**src/rtl/fetch_queue.sv**
```systemverilog
// fetch_queue: instruction fetch stage with a single-outstanding-request
// memory port and a DEPTH-entry prefetch FIFO of {pc, instruction}.
// Optional macro FETCH_STATS_EN builds the delivered/flushed counters;
// when it is undefined, fetch_count and flush_count are tied to zero.
module fetch_queue #(
    parameter int unsigned DEPTH    = 4,
    parameter logic [31:0] RESET_PC = 32'h0000_0000
) (
    input  logic        clk,
    input  logic        rst,
    output logic        imem_req,
    output logic [31:0] imem_addr,
    input  logic        imem_ack,
    input  logic [31:0] imem_rdata,
    input  logic        redirect_valid,
    input  logic [31:0] redirect_pc,
    output logic        out_valid,
    input  logic        out_ready,
    output logic [31:0] out_pc,
    output logic [31:0] out_instr,
    output logic [31:0] fetch_count,
    output logic [31:0] flush_count
);

    localparam int unsigned PW = (DEPTH > 1) ? $clog2(DEPTH) : 1;
    localparam int unsigned CW = PW + 1;
    localparam logic [CW-1:0] DEPTH_C = CW'(DEPTH);

    typedef enum logic [1:0] {
        ST_IDLE,
        ST_WAIT,
        ST_KILL
    } state_e;

    state_e        state_q, state_d;
    logic          req_q, req_d;
    logic [31:0]   addr_q, addr_d;
    logic [31:0]   fetch_pc_q, fetch_pc_d;
    logic [PW-1:0] rd_ptr_q, rd_ptr_d;
    logic [PW-1:0] wr_ptr_q, wr_ptr_d;
    logic [CW-1:0] count_q, count_d;
    logic [31:0]   pc_mem_q [DEPTH];
    logic [31:0]   pc_mem_d [DEPTH];
    logic [31:0]   instr_mem_q [DEPTH];
    logic [31:0]   instr_mem_d [DEPTH];

    logic          pop;
    logic          push;
    logic          room;
    logic          unused_redirect_lsbs;

    assign unused_redirect_lsbs = ^redirect_pc[1:0];

    assign imem_req  = req_q;
    assign imem_addr = addr_q;
    assign out_valid = (count_q != '0);
    assign out_pc    = pc_mem_q[rd_ptr_q];
    assign out_instr = instr_mem_q[rd_ptr_q];

    assign pop  = out_valid & out_ready;
    assign push = (state_q == ST_WAIT) & imem_ack & ~redirect_valid;

    // Next-state, request and FIFO update logic.
    // Occupancy is settled first (push/pop, then redirect flush) so the
    // request rule can look at the post-edge value in the same cycle.
    always_comb begin
        state_d     = state_q;
        req_d       = req_q;
        addr_d      = addr_q;
        fetch_pc_d  = fetch_pc_q;
        rd_ptr_d    = rd_ptr_q;
        wr_ptr_d    = wr_ptr_q;
        pc_mem_d    = pc_mem_q;
        instr_mem_d = instr_mem_q;

        if (pop) begin
            rd_ptr_d = rd_ptr_q + PW'(1);
        end
        if (push) begin
            pc_mem_d[wr_ptr_q]    = addr_q;
            instr_mem_d[wr_ptr_q] = imem_rdata;
            wr_ptr_d              = wr_ptr_q + PW'(1);
            fetch_pc_d            = addr_q + 32'd4;
        end
        count_d = count_q + {{(CW-1){1'b0}}, push} - {{(CW-1){1'b0}}, pop};

        if (redirect_valid) begin
            count_d    = '0;
            rd_ptr_d   = wr_ptr_q;
            wr_ptr_d   = wr_ptr_q;
            fetch_pc_d = {redirect_pc[31:2], 2'b00};
        end

        room = (count_d < DEPTH_C);

        case (state_q)
            ST_IDLE: begin
                if (!redirect_valid && room) begin
                    state_d = ST_WAIT;
                    req_d   = 1'b1;
                    addr_d  = fetch_pc_q;
                end
            end
            ST_WAIT: begin
                if (redirect_valid) begin
                    if (imem_ack) begin
                        state_d = ST_IDLE;
                        req_d   = 1'b0;
                    end else begin
                        state_d = ST_KILL;
                    end
                end else if (imem_ack) begin
                    if (room) begin
                        state_d = ST_WAIT;
                        req_d   = 1'b1;
                        addr_d  = fetch_pc_d;
                    end else begin
                        state_d = ST_IDLE;
                        req_d   = 1'b0;
                    end
                end
            end
            ST_KILL: begin
                if (imem_ack) begin
                    state_d = ST_IDLE;
                    req_d   = 1'b0;
                end
            end
            default: begin
                state_d = ST_IDLE;
                req_d   = 1'b0;
            end
        endcase
    end

    // State, request and FIFO registers with asynchronous active-low reset.
    always_ff @(posedge clk or negedge rst) begin
        if (!rst) begin
            state_q    <= ST_IDLE;
            req_q      <= 1'b0;
            addr_q     <= RESET_PC;
            fetch_pc_q <= RESET_PC;
            rd_ptr_q   <= '0;
            wr_ptr_q   <= '0;
            count_q    <= '0;
            for (int unsigned i = 0; i < DEPTH; i++) begin
                pc_mem_q[i]    <= '0;
                instr_mem_q[i] <= '0;
            end
        end else begin
            state_q     <= state_d;
            req_q       <= req_d;
            addr_q      <= addr_d;
            fetch_pc_q  <= fetch_pc_d;
            rd_ptr_q    <= rd_ptr_d;
            wr_ptr_q    <= wr_ptr_d;
            count_q     <= count_d;
            pc_mem_q    <= pc_mem_d;
            instr_mem_q <= instr_mem_d;
        end
    end

`ifdef FETCH_STATS_EN
    logic [31:0] fetch_cnt_q, fetch_cnt_d;
    logic [31:0] flush_cnt_q, flush_cnt_d;
    logic        drop;
    logic [CW-1:0] flushed;

    // A word is dropped when its ack lands in KILL or alongside a redirect;
    // the consumed head of a redirect cycle is delivered, not flushed.
    always_comb begin
        drop        = imem_ack & ((state_q == ST_KILL) |
                                  ((state_q == ST_WAIT) & redirect_valid));
        flushed     = redirect_valid ? (count_q - {{(CW-1){1'b0}}, pop}) : '0;
        fetch_cnt_d = fetch_cnt_q + {31'd0, pop};
        flush_cnt_d = flush_cnt_q + 32'(flushed) + {31'd0, drop};
    end

    // Statistics counters, wrapping modulo 2^32.
    always_ff @(posedge clk or negedge rst) begin
        if (!rst) begin
            fetch_cnt_q <= '0;
            flush_cnt_q <= '0;
        end else begin
            fetch_cnt_q <= fetch_cnt_d;
            flush_cnt_q <= flush_cnt_d;
        end
    end

    assign fetch_count = fetch_cnt_q;
    assign flush_count = flush_cnt_q;
`else
    assign fetch_count = '0;
    assign flush_count = '0;
`endif

endmodule

```
**config.mk**
```make
export PLATFORM = sky130hd
export DESIGN_NAME = fetch_queue
export DESIGN_NICKNAME = d
export VERILOG_FILES = /design/src/rtl/fetch_queue.sv
export SDC_FILE = /design/constraint.sdc
export NUM_CORES = 1
export LEC_CHECK = 0
export BUFFER_PORTS_ARGS = -buffer_cell sky130_fd_sc_hd__buf_4
export CELL_PAD_IN_SITES_DETAIL_PLACEMENT = 1
export CELL_PAD_IN_SITES_GLOBAL_PLACEMENT = 1
export CORE_MARGIN = 2
export CORE_UTILIZATION = 38
export CTS_CLUSTER_DIAMETER = 50
export DETAILED_ROUTE_END_ITERATION = 8
export HOLD_SLACK_MARGIN = 0.03
export PLACE_DENSITY_LB_ADDON = 0.1
export SLEW_MARGIN = 20
export SYNTH_ARGS = -nofsm -noshare
export SYNTH_HDL_FRONTEND = slang
export SYNTH_SLANG_ARGS = --single-unit
```
**constraint.sdc**
```tcl
create_clock -name clk -period 4.5 [get_ports clk]
set_clock_uncertainty 0.2 [all_clocks]
set_input_delay 0.9 -clock clk [delete_from_list [all_inputs] [get_ports clk]]
set_output_delay 0.9 -clock clk [all_outputs]
set_load 0.05 [all_outputs]
```
* Word level (Yosys, flattened, before mapping)
Index checks and enable logic that the tools add are counted.
** Word-level totals
- Register bits :: 330
- Latch bits :: 0
- Memory bits (writable) :: 0
- Memory bits (read-only) :: 0
- Bits of input ports :: 69
- Logic and storage cells :: 82
- Memories :: 0
** Operators by class
- Add/sub/neg operators :: 5
- $mul :: 0
- Div/mod/pow operators :: 0
- Magnitude comparators :: 4
- Equal/unequal tests :: 8
- Shifts and indexed selects :: 0
- Muxes and demuxes :: 33
- Bitwise logic cells :: 6
- Reductions and logical operators :: 11
** Operators by type and width (count)
- 32-bit two-way mux :: 11
- 128-bit bitwise mux :: 2
- 32-bit binary-select mux with 2-bit select :: 2
- 32-bit demux with 2-bit select :: 1
- 32-bit one-hot mux with 2 select lines :: 1
- 32-bit by 3-bit adder with 32-bit output, second input constant :: 1
- 2-bit two-way mux :: 7
- 2-bit != test, second input constant :: 5
- 3-bit greater-or-equal comparator, second input constant :: 2
- 1-bit two-way mux :: 6
- 2-bit inverter with 3-bit output :: 2
- 2-bit one-hot mux with 3 select lines :: 1
- 5-bit AND reduction :: 1
- 2-bit by 1-bit adder with 2-bit output, second input constant :: 2
- 2-bit AND reduction :: 2
- 2-bit nonzero test :: 2
- 3-bit by 1-bit adder with 3-bit output :: 1
- 1-bit bitwise AND :: 3
- 3-bit by 1-bit less-than comparator with 1-bit output, second input constant :: 1
- 3-bit less-than comparator, second input constant :: 1
- 3-bit two-way mux :: 1
- 3-bit != test, second input constant :: 1
- 1-bit one-hot mux with 3 select lines :: 1
- 3-bit AND reduction :: 1
- 8 further kinds :: 9

* Depth between registers and ports, before layout
Gate-level depths: netlist of run 1.
- Depth in word-level cells :: 11
- Gate-level depth with buffers :: 16
- Depth with buffers taken out :: 12

* Worst setup path after synthesis of run 1
Ideal clock, no wire load.
- Kind :: input to register
- Start point :: input redirect_valid
- End point :: register addr_q[0], in the netlist imem_addr[0]
- Library setup time :: 0.135 ns
- Arrival time :: 3.519 ns
- Data required time :: 4.165 ns
- Setup slack :: 0.646 ns
- Cell stages on the path :: 16
- Path buffers :: 4
- Cells stage by stage :: and4bb_2 -> buf_2 -> inv_1 -> buf_2 -> ha_1 -> inv_1 -> ha_1 -> inv_1 -> fa_1 -> xnor3_1 -> nand3_1 -> clkbuf_1 -> clkbuf_1 -> nor2_1 -> a22oi_1 -> o21ai_0
** Between the ends
- Cells in the longest elaborated chain, start to end :: 9
- Elaborated cells between the ends (all ways) :: 18
- Classes of those cells :: 2 x add/sub; 1 x order compare; 3 x eq/ne; 7 x mux; 2 x bitwise; 3 x reduce/logical
** Ends and longest elaborated chain
- start, declared :: line 15 : input logic redirect_valid,
- 1-bit inverter (no line)
- 1-bit bitwise AND :: line 61 : assign push = (state_q == ST_WAIT) & imem_ack & ~redirect_valid;
- 3-bit by 1-bit adder with 3-bit output :: line 85 : count_d = count_q + {{(CW-1){1'b0}}, push} - {{(CW-1){1'b0}}, pop};
- 3-bit by 1-bit subtractor with 3-bit output :: line 85
- 3-bit two-way mux :: line 87 : if (redirect_valid) begin
- 3-bit less-than comparator :: line 94 : room = (count_d < DEPTH_C);
- 1-bit logical AND :: line 98 : if (!redirect_valid && room) begin
- 2-bit != test (no line)
- 5-bit AND reduction (no line)
- end signal, assigned :: line 153 : addr_q <= addr_d;
- end, declared :: line 37 : logic [31:0] addr_q, addr_d;
Parallel ways exist; a longest one is shown, timed or not. The select of a mux whose other input is x is not followed.
A chain may end at the register's enable or synchronous reset.

* Final worst setup path of run 1
- Start point :: register rd_ptr_q[0]
- End point :: output out_instr[22]
** Between the ends
- Cells in the longest elaborated chain, start to end :: 4
** Ends and longest elaborated chain
- start, declared :: line 39 : logic [PW-1:0] rd_ptr_q, rd_ptr_d;
- start signal, assigned :: line 155 : rd_ptr_q <= rd_ptr_d;
- 2-bit inverter with 3-bit output (not written as such) :: line 58 : assign out_instr = instr_mem_q[rd_ptr_q];
- 32-bit binary-select mux with 2-bit select :: line 58
- 32-bit two-way mux (not written as such) (2 in series) :: line 58
- end, declared :: line 20 : output logic [31:0] out_instr,
No other way between the ends. The select of a mux whose other input is x is not followed.

==> metrics.txt, run 1 <==
status finished, final reports clean; setup TNS 0 ps; Yosys reg bits 330; Netlist cell types 59; vias in the first global route 11,100; maximum root-to-sink buffer count 3; CP required 3400 ps; postcts setup bufs 0; Net Sw Frac 40.5%; Hold Path Class in -> async; capture point of the worst path out_instr[22]; Final Hold Fails 0; Power Density 820 nW/um2; crit path cell chain buf_4 -> mux4_2 -> buf_4; clock-pin slew on the worst setup and hold paths 50 ps; critical path launch point type register; # DRC 0; Max rail drop VDD 390 uV; reg2reg start count_q[1]; ys async rst share 100%; Die H 208 um; fin nets 1,443; cts bufs inserted 47; Comb power frac 41.8%; Ant. Diodes 0; sequential element share of the synthesized area 52.3%; clock sinks 330; final-layout fill cell count 4,241; CP Class reg -> out; dpl cells 1,849; Worst path depth 3; CP startpoint rd_ptr_q[0]; CP Capture Type primary output; first-pass GRT wire length 65.8 mm; Mapped Cells 1,225; Final ANT Viol Nets 0; commonest non-fill, non-tap cell in the layout dfrtp_1; worst reg2reg endpoint imem_addr[30]; Seq pwr share 33.2%; I/O Buffers 164; Achievable Freq 273 MHz; EDFF count, synth 0; Die ar. 43,200 um2; Max Cap Violations 0; gr usage total 19.3%; CTS tree built; reg2reg setup slack 1060 ps; WL/cell 21.4 um; PostCTS Resize Cnt 0; Routability Congestion 0.751; H-tree lvl count 2; Core Area 40,900 um2; max-slew violations 0; cell-internal power 9.26 mW; grt ovf 0; Top delay family on crit path flip-flops; worst relative slew slack 27.2%; P_leak 8.93 nW; Worst-Margin Slew 1090 ps; Slowest-stage cell, CP dfrtp_4; final worst-path cycle share 81.4%; Iteration-0 DRC Markers 403; worst-skew pair later-pin latency 570 ps; largest cells by area after synthesis dfrtp_1 (52%), mux2_2 (17%), mux4_2 (9.1%), buf_4 (3.2%), nand2_1 (2.6%); power share of the clock group 25.0%; synth warn 0; die width 208 um; Syn Area/Cell 12.9 um2; Non-Filler Instances 1,933; starting density of the core 38.6%; final worst path period need 3660 ps; Yosys top cell area share 52.3%; Synth Flop Type dfrtp_1; Area Overhead vs Synth 20.3%; crit path buf inv count 2; Mapped Area 15,800 um2; WL final 41.4 mm; Vias 10,200; Top Ports 231; num rows 74; layout cells sized above 1 42.0%; cell repeated most along the worst path buf_4; Pre-antenna DRT Iters 4; RSZ-0062 raised after global routing false; initial antenna violation count 0; WP data arrival 2560 ps; largest net degree at the start of global routing 85; Yosys top cell by area dfrtp_1; Final Setup Violations 0; CP peak stage delay 710 ps; commonest cells after routing, fill and taps aside dfrtp_1 (328), mux2_2 (240), buf_4 (184); peak fanout along the critical path 20; Detailed Place HPWL 26.3 mm; cts hold-fix bufs 0; Switch Pwr 6.31 mW; Root Buffer clkbuf_16; reg2reg path depth 13; Via-to-Cell Ratio 5.28
-- layer usage --
layer | track usage [%] | up-vias | part of all wire [%]
met3 | 3.27 | 58 | 3.9
met2 | 31.5 | 196 | 48
met5 | 0 | - | 0
li1 | - | 4608 | -
met4 | 6.04 | 0 | 2.0
met1 | 26.4 | 5342 | 46
-- state kept, by name, summed over array words and instances (netlist names) --
signal,count
state_q,2
count_q,3
fetch_pc_q,32
imem_addr,32
wr_ptr_q,2
rd_ptr_q,2
pc_mem_q,128
instr_mem_q,128
imem_req,1
-- worst min path at each step --
stage                        startpoint               end  depth (start not counted)
after floorplan            pc_mem_q[50]      pc_mem_q[50]                          2
after global placement    pc_mem_q[122]     pc_mem_q[122]                          2
after detailed placement   pc_mem_q[58]      pc_mem_q[58]                          2
after CTS                           rst  instr_mem_q[122]                          1
after global routing                rst  instr_mem_q[122]                          1
final                               rst  instr_mem_q[122]                          1
-- cells in the mapped netlist (9+ instances only) --
cell and instances:
dfrtp_1 330, buf_1 23, nand4_1 14, or3_1 10, a21oi_1 22, buf_2 23, inv_1 12, nor2_1 28
and3_1 9, a21o_1 17, o21ai_0 55, clkbuf_1 46, buf_4 68, mux4_2 64, mux2_2 240, nand2_1 110
nand3_1 29
-- worst reg2reg max path: stages, from the launching register on --
cell	delay, ps
dfrtp_1	420
or3_1	380
and2_1	230
ha_1	290
inv_1	60
ha_1	140
inv_1	60
fa_1	370
xnor3_1	280
nand3_1	110
buf_4	230
nor2_1	110
buf_4	310
a21oi_1	120
-- layout make-up --
type,instances,area [um2],area share (%)
multi-input combinational,785,6850,36.1
timing repair buffer,190,1500,7.88
clock buffer,65,1380,7.25
inverter,12,45.0,0.237
clock inverter,19,282,1.48
sequential,330,8270,43.5
tap,532,666,3.51
-- cells by family (layout without fill, tap and decap cells) --
logic type | count (synthesis) | count (layout) | share of synthesized area (%)
muxes | 311 | 311 | 26.7
other | 1 | 64 | 0.0238
AOI/OAI and AO/OA | 138 | 138 | 5.44
adders and majority gates | 8 | 8 | 0.682
buffers and inverters | 173 | 286 | 5.96
DFF | 330 | 330 | 52.3
xor gates and xnor gates | 14 | 14 | 0.864
and+or+nand+nor | 250 | 250 | 8.01
-- stage by stage --
stage,util (%),worst slack [ps],instance area [um2],total power [mW],hold WS (ps)
finish,46.4,836,19000,15.6,130
global route,46.4,667,19000,16.4,169
CTS,46.4,712,19000,15.8,136
detailed placement,42.3,644,17300,11.8,268
global placement,42.3,728,17300,11.7,257
floorplan,-,646,16000,9.83,245
-- power groups by stage --
stage / logic, mW / clock network [mW] / registers, mW
2_1_floorplan: 4.83 / 0 / 5.01
3_3_place_gp: 6.49 / 0 / 5.18
3_5_place_dp: 6.59 / 0 / 5.24
4_1_cts: 6.60 / 4.01 / 5.20
5_1_grt: 6.92 / 4.11 / 5.38
6_report: 6.51 / 3.89 / 5.18
(Power assumes the default switching activity.)
==> run 2, diff against run 1 <==
==> constraint.sdc (replaced) <==
create_clock -name clk -period 3.8 [get_ports clk]
set_clock_uncertainty 0.2 [all_clocks]
set_input_delay 0.76 -clock clk [delete_from_list [all_inputs] [get_ports clk]]
set_output_delay 0.76 -clock clk [all_outputs]
set_load 0.05 [all_outputs]
==> run 2 against run 1 <==
Net effect:
- combinational power is 21% higher
- sequential power is 17% higher
- register-to-register slack worse by 660 ps
- worst setup slack worse by 460 ps
- clock-buffer cell count is 9 lower
- sequential cell count stayed put
- die area stayed put
- non-clock buffer count is 9 higher
- power is 19% higher
- routed wire length is 0.75% lower
- critical endpoint is now out_pc[2]
==> metrics.txt, run 2 (synthesis results as in run 1) <==
gr usage total 19.2%; WL met3 1.58 mm; WL met1 19.0 mm; largest registers instr_mem_q x128, pc_mem_q x128; worst relative slew slack 28.1%; initial antenna violation count 0; die width 208 um; Slowest-stage cell, CP dfrtp_4; Detailed Place HPWL 26.4 mm; WP data arrival 2470 ps; Final Hold Fails 0; Max rail drop VDD 504 uV; Final ANT Viol Nets 0; postcts setup bufs 0; first-pass GRT wire length 65.3 mm; Top delay family on crit path flip-flops; final worst path period need 3430 ps; num rows 74; peak fanout along the critical path 22; Core Area 40,900 um2; Root Buffer clkbuf_16; vias in the first global route 11,000; CP required 2840 ps; Die H 208 um; crit path buf inv count 2; commonest cells after routing, fill and taps aside dfrtp_1 (328), mux2_2 (240), buf_4 (187); Iteration-0 DRC Markers 471; CTS tree built; status finished, final reports clean; max-slew violations 0; commonest non-fill, non-tap cell in the layout dfrtp_1; largest net degree at the start of global routing 121; Vias 10,200; Hold Path Class in -> reg; WL/cell 21.1 um; CP Class reg -> out; Non-Filler Instances 1,942; Final Setup Violations 0; Power Density 968 nW/um2; layout cells sized above 1 42.5%; DR WL met2 19.8 mm; grt ovf 0; clock-pin slew on the worst setup and hold paths 50 ps; starting density of the core 38.6%; Die ar. 43,200 um2; Top Metal Used met4; fin nets 1,449; final worst-path cycle share 90.2%; critical path launch point type register; final-layout fill cell count 4,222; RSZ-0062 raised after global routing false; dpl cells 1,857; maximum root-to-sink buffer count 3; cts bufs inserted 44; setup TNS 0 ps; P_leak 9.01 nW; I/O Buffers 164; worst-skew pair later-pin latency 560 ps; CP Capture Type primary output; Pre-antenna DRT Iters 4; Worst-Margin Slew 1080 ps; Achievable Freq 292 MHz; Routability Congestion 0.778; H-tree lvl count 2; Area Overhead vs Synth 21.0%; crit path cell chain buf_4 -> mux4_2 -> buf_4; CP peak stage delay 730 ps; # DRC 0; Max Cap Violations 0; clock sinks 330; Top Ports 231; Via-to-Cell Ratio 5.27; cell repeated most along the worst path buf_4; WL final 41.1 mm
==> run 2: cell types whose count changed in the layout (fill, tap and decap cells not counted), sizes merged <==
cell / previous run / this run
clkbuf: 65 / 56
buf: 190 / 198
clkinv: 3 / 11
bufinv: 6 / 9
clkinvlp: 6 / 3
diode: 0 / 2
dlygate4sd3: 0 / 1
inv: 16 / 15
==> run 2: final cells by class <==
type,count,area [um2],area share [%]
Antenna cell,2,5.00,0.0262
Clock buffer,56,1250,6.53
Clock inverter,26,382,2.00
Inverter,12,45.0,0.236
Multi-Input combinational cell,785,6850,35.9
Sequential cell,330,8270,43.3
Tap cell,532,666,3.49
Timing Repair Buffer,199,1630,8.53
==> run 2: metal layers <==
metal / GRT usage (%) / vias up
met3: 3.57 / 49
met5: 0 / -
li1: - / 4630
met1: 26.6 / 5347
met4: 4.23 / 0
met2: 31.5 / 200
==> run 2: worst paths after layout <==
path	startpoint	endpoint	slack, ps	cells after the start
hold / removal	redirect_pc[30]	fetch_pc_q[30]	230	3
setup reg to reg	count_q[1]	imem_addr[18]	400	14
setup / recovery	rd_ptr_q[0]	out_pc[2]	370	3
min in group asynchronous	rst	instr_mem_q[89]	550	2
hold reg to reg	pc_mem_q[91]	pc_mem_q[91]	280	2
max in group asynchronous	rst	pc_mem_q[85]	1820	3
==> run 2: timing repair <==
action | in CTS | in global routing
endpoints found under the hold margin | 53 | 0
hold buffers | 1 | 0
gates resized for setup | 0 | 0
==> run 2: worst register-to-register path, cell delays in order (launching register included) <==
cell and delay (ps):
dfrtp_1 420, or3_1 400, and2_1 220, ha_1 290, inv_1 60, ha_1 130, inv_1 50, fa_1 360
xnor3_1 290, nand3_1 130, buf_4 210, buf_4 200, nand2_1 80, o21ai_0 90, a21o_1 160
==> run 2: through the flow <==
stage	util (%)	instance area, um2	total power [mW]	hold WS, ps	setup WS (ps)
after floorplan	-	16000	11.6	245	85.9
after global placement	42.6	17400	13.9	259	271
after global routing	46.6	19100	19.5	202	211
after detailed placement	42.6	17400	14.1	269	197
after CTS	46.6	19100	18.8	191	259
final	46.6	19100	18.5	226	372
==> run 2: power breakdown <==
group | internal [mW] | switching [mW]
clock network | 2.94 | 1.60
registers | 4.90 | 1.18
logic | 3.19 | 4.67
total | 11.0 | 7.45
==> run 3, diff against run 2 <==
--- a/config.mk
+++ b/config.mk
@@ -9,11 +9,12 @@
 export CELL_PAD_IN_SITES_DETAIL_PLACEMENT = 1
 export CELL_PAD_IN_SITES_GLOBAL_PLACEMENT = 1
 export CORE_MARGIN = 2
-export CORE_UTILIZATION = 38
+export CORE_UTILIZATION = 47
 export CTS_CLUSTER_DIAMETER = 50
 export DETAILED_ROUTE_END_ITERATION = 8
 export HOLD_SLACK_MARGIN = 0.03
 export PLACE_DENSITY_LB_ADDON = 0.1
+export REMOVE_ABC_BUFFERS = 1
 export SLEW_MARGIN = 20
 export SYNTH_ARGS = -nofsm -noshare
 export SYNTH_HDL_FRONTEND = slang
==> run 3 against run 2 <==
Net effect:
- cell count down 5.1%
- power down 4.7%
- combinational power down 0.9%
- first-iteration DRC count down 16%
- cell area down 2.5%
- sequential power up 1%
- via count down 0.19%
- maximum frequency up 0.53%
- global-route usage up 3.6 points
==> metrics.txt, run 3 (synthesis results as in run 1) <==
Ant. Diodes 0; maximum root-to-sink buffer count 3; Final Setup Violations 0; Worst-Margin Slew 1070 ps; WL met3 1.64 mm; commonest cells after routing, fill and taps aside dfrtp_1 (328), mux2_2 (240), buf_4 (187); cts hold-fix bufs 1; # DRC 0; placed inst area 17,300 um2; Vias 10,200; starting density of the core 47.4%; Core Area 33,300 um2; clock sinks 330; Final ANT Viol Nets 0; status finished, final reports clean; first-pass GRT wire length 63.4 mm; DR WL met2 19.4 mm; CTS tree built; WP data arrival 3620 ps; H-tree lvl count 2; worst-skew pair later-pin latency 530 ps; max-slew violations 0; Achievable Freq 293 MHz; worst relative slew slack 28.8%; PostCTS Resize Cnt 0; largest registers instr_mem_q x128, pc_mem_q x128; final-layout fill cell count 3,362; Die H 187 um; I/O Buffers 164; Pre-antenna DRT Iters 4; fin nets 1,444; P_leak 8.83 nW; Max rail drop VDD 477 uV; WL/cell 21.4 um; Detailed Place HPWL 25.0 mm; Routability Congestion 0.743; final worst path period need 3410 ps; Top Ports 231; Area Overhead vs Synth 17.9%; WL final 39.3 mm; gr usage total 22.8%; vias in the first global route 10,900; cts bufs inserted 40; postcts setup bufs 0; Non-Filler Instances 1,842; Iteration-0 DRC Markers 394; Final Cell Area 18,600 um2; CP required 4010 ps; peak fanout along the critical path 16; dpl cells 1,772; Die ar. 35,100 um2; Top Metal Used met4; Max Cap Violations 0; final worst-path cycle share 89.8%; initial antenna violation count 0; Root Buffer clkbuf_16; layout cells sized above 1 41.5%; die width 187 um; critical path launch point type register; setup TNS 0 ps; Via-to-Cell Ratio 5.54; largest net degree at the start of global routing 92; RSZ-0062 raised after global routing false; Power Density 947 nW/um2; num rows 67; CP Capture Type register; Hold Path Class in -> reg; clock-pin slew on the worst setup and hold paths 60 ps; CP Class reg -> reg; WL met1 17.8 mm; grt ovf 0; Final Hold Fails 0; commonest non-fill, non-tap cell in the layout dfrtp_1
run 3: cell types whose count changed in the layout (fill, tap and decap cells not counted), moves of 2 or more:
| cell | before | now |
|---|---|---|
| bufinv_16 | 9 | 2 |
| clkbuf_1 | 3 | 9 |
| clkbuf_16 | 45 | 41 |
| clkbuf_8 | 8 | 5 |
| clkinv_2 | 9 | 6 |
| clkinvlp_4 | 3 | 1 |
| diode_2 | 2 | 0 |
run 3: cell type report:
| class | count | area (um2) | share of cell area [%] |
|---|---|---|---|
| multi-input combinational | 785 | 6850 | 36.8 |
| inverter | 12 | 45.0 | 0.242 |
| timing repair buffer | 198 | 1610 | 8.65 |
| clock buffer | 55 | 1130 | 6.07 |
| clock inverter | 14 | 141 | 0.760 |
| sequential | 330 | 8270 | 44.4 |
| tap | 448 | 561 | 3.01 |
run 3: final timing paths:
kind / cells after the start / end / slack, ps / startpoint
max: 14 / imem_addr[9] / 390 / count_q[1]
min: 3 / fetch_pc_q[30] / 240 / redirect_pc[30]
max in group asynchronous: 3 / pc_mem_q[77] / 1880 / rst
min in group asynchronous: 2 / instr_mem_q[117] / 580 / rst
min reg2reg: 2 / pc_mem_q[59] / 280 / pc_mem_q[59]
max reg2reg: 14 / imem_addr[9] / 390 / count_q[1]
run 3: per-stage QoR:
step	utilization (%)	hold WS [ps]	total power [mW]	worst slack [ps]
after floorplan	-	245	11.4	-876
after global routing	55.9	233	18.5	180
after global placement	52.1	256	13.8	240
after CTS	55.9	219	17.8	374
final	55.9	241	17.6	389
after detailed placement	52.1	269	14.0	155
run 3: critical path, cell delays in order (launching register included):
cell and delay, ps:
dfrtp_1 430, or3_1 390, and2_1 220, ha_1 280, inv_1 60, ha_1 130, inv_1 50, fa_1 370
xnor3_1 280, nand3_1 150, buf_4 210, buf_4 210, nand2_1 80, o21ai_0 90, a21o_1 160
run 3: routing by layer:
metal | GRT usage (%) | vias to the layer above
li1 | - | 4595
met2 | 38.0 | 209
met4 | 5.22 | 0
met1 | 31.9 | 5360
met3 | 3.25 | 43
met5 | 0 | -
run 3: report_power, final:
part,switching (mW),leakage [nW],internal (mW)
Clock,1.46,0.626,2.22
Combinational,4.60,3.99,3.18
Sequential,1.26,4.21,4.90
Total,7.32,8.83,10.3
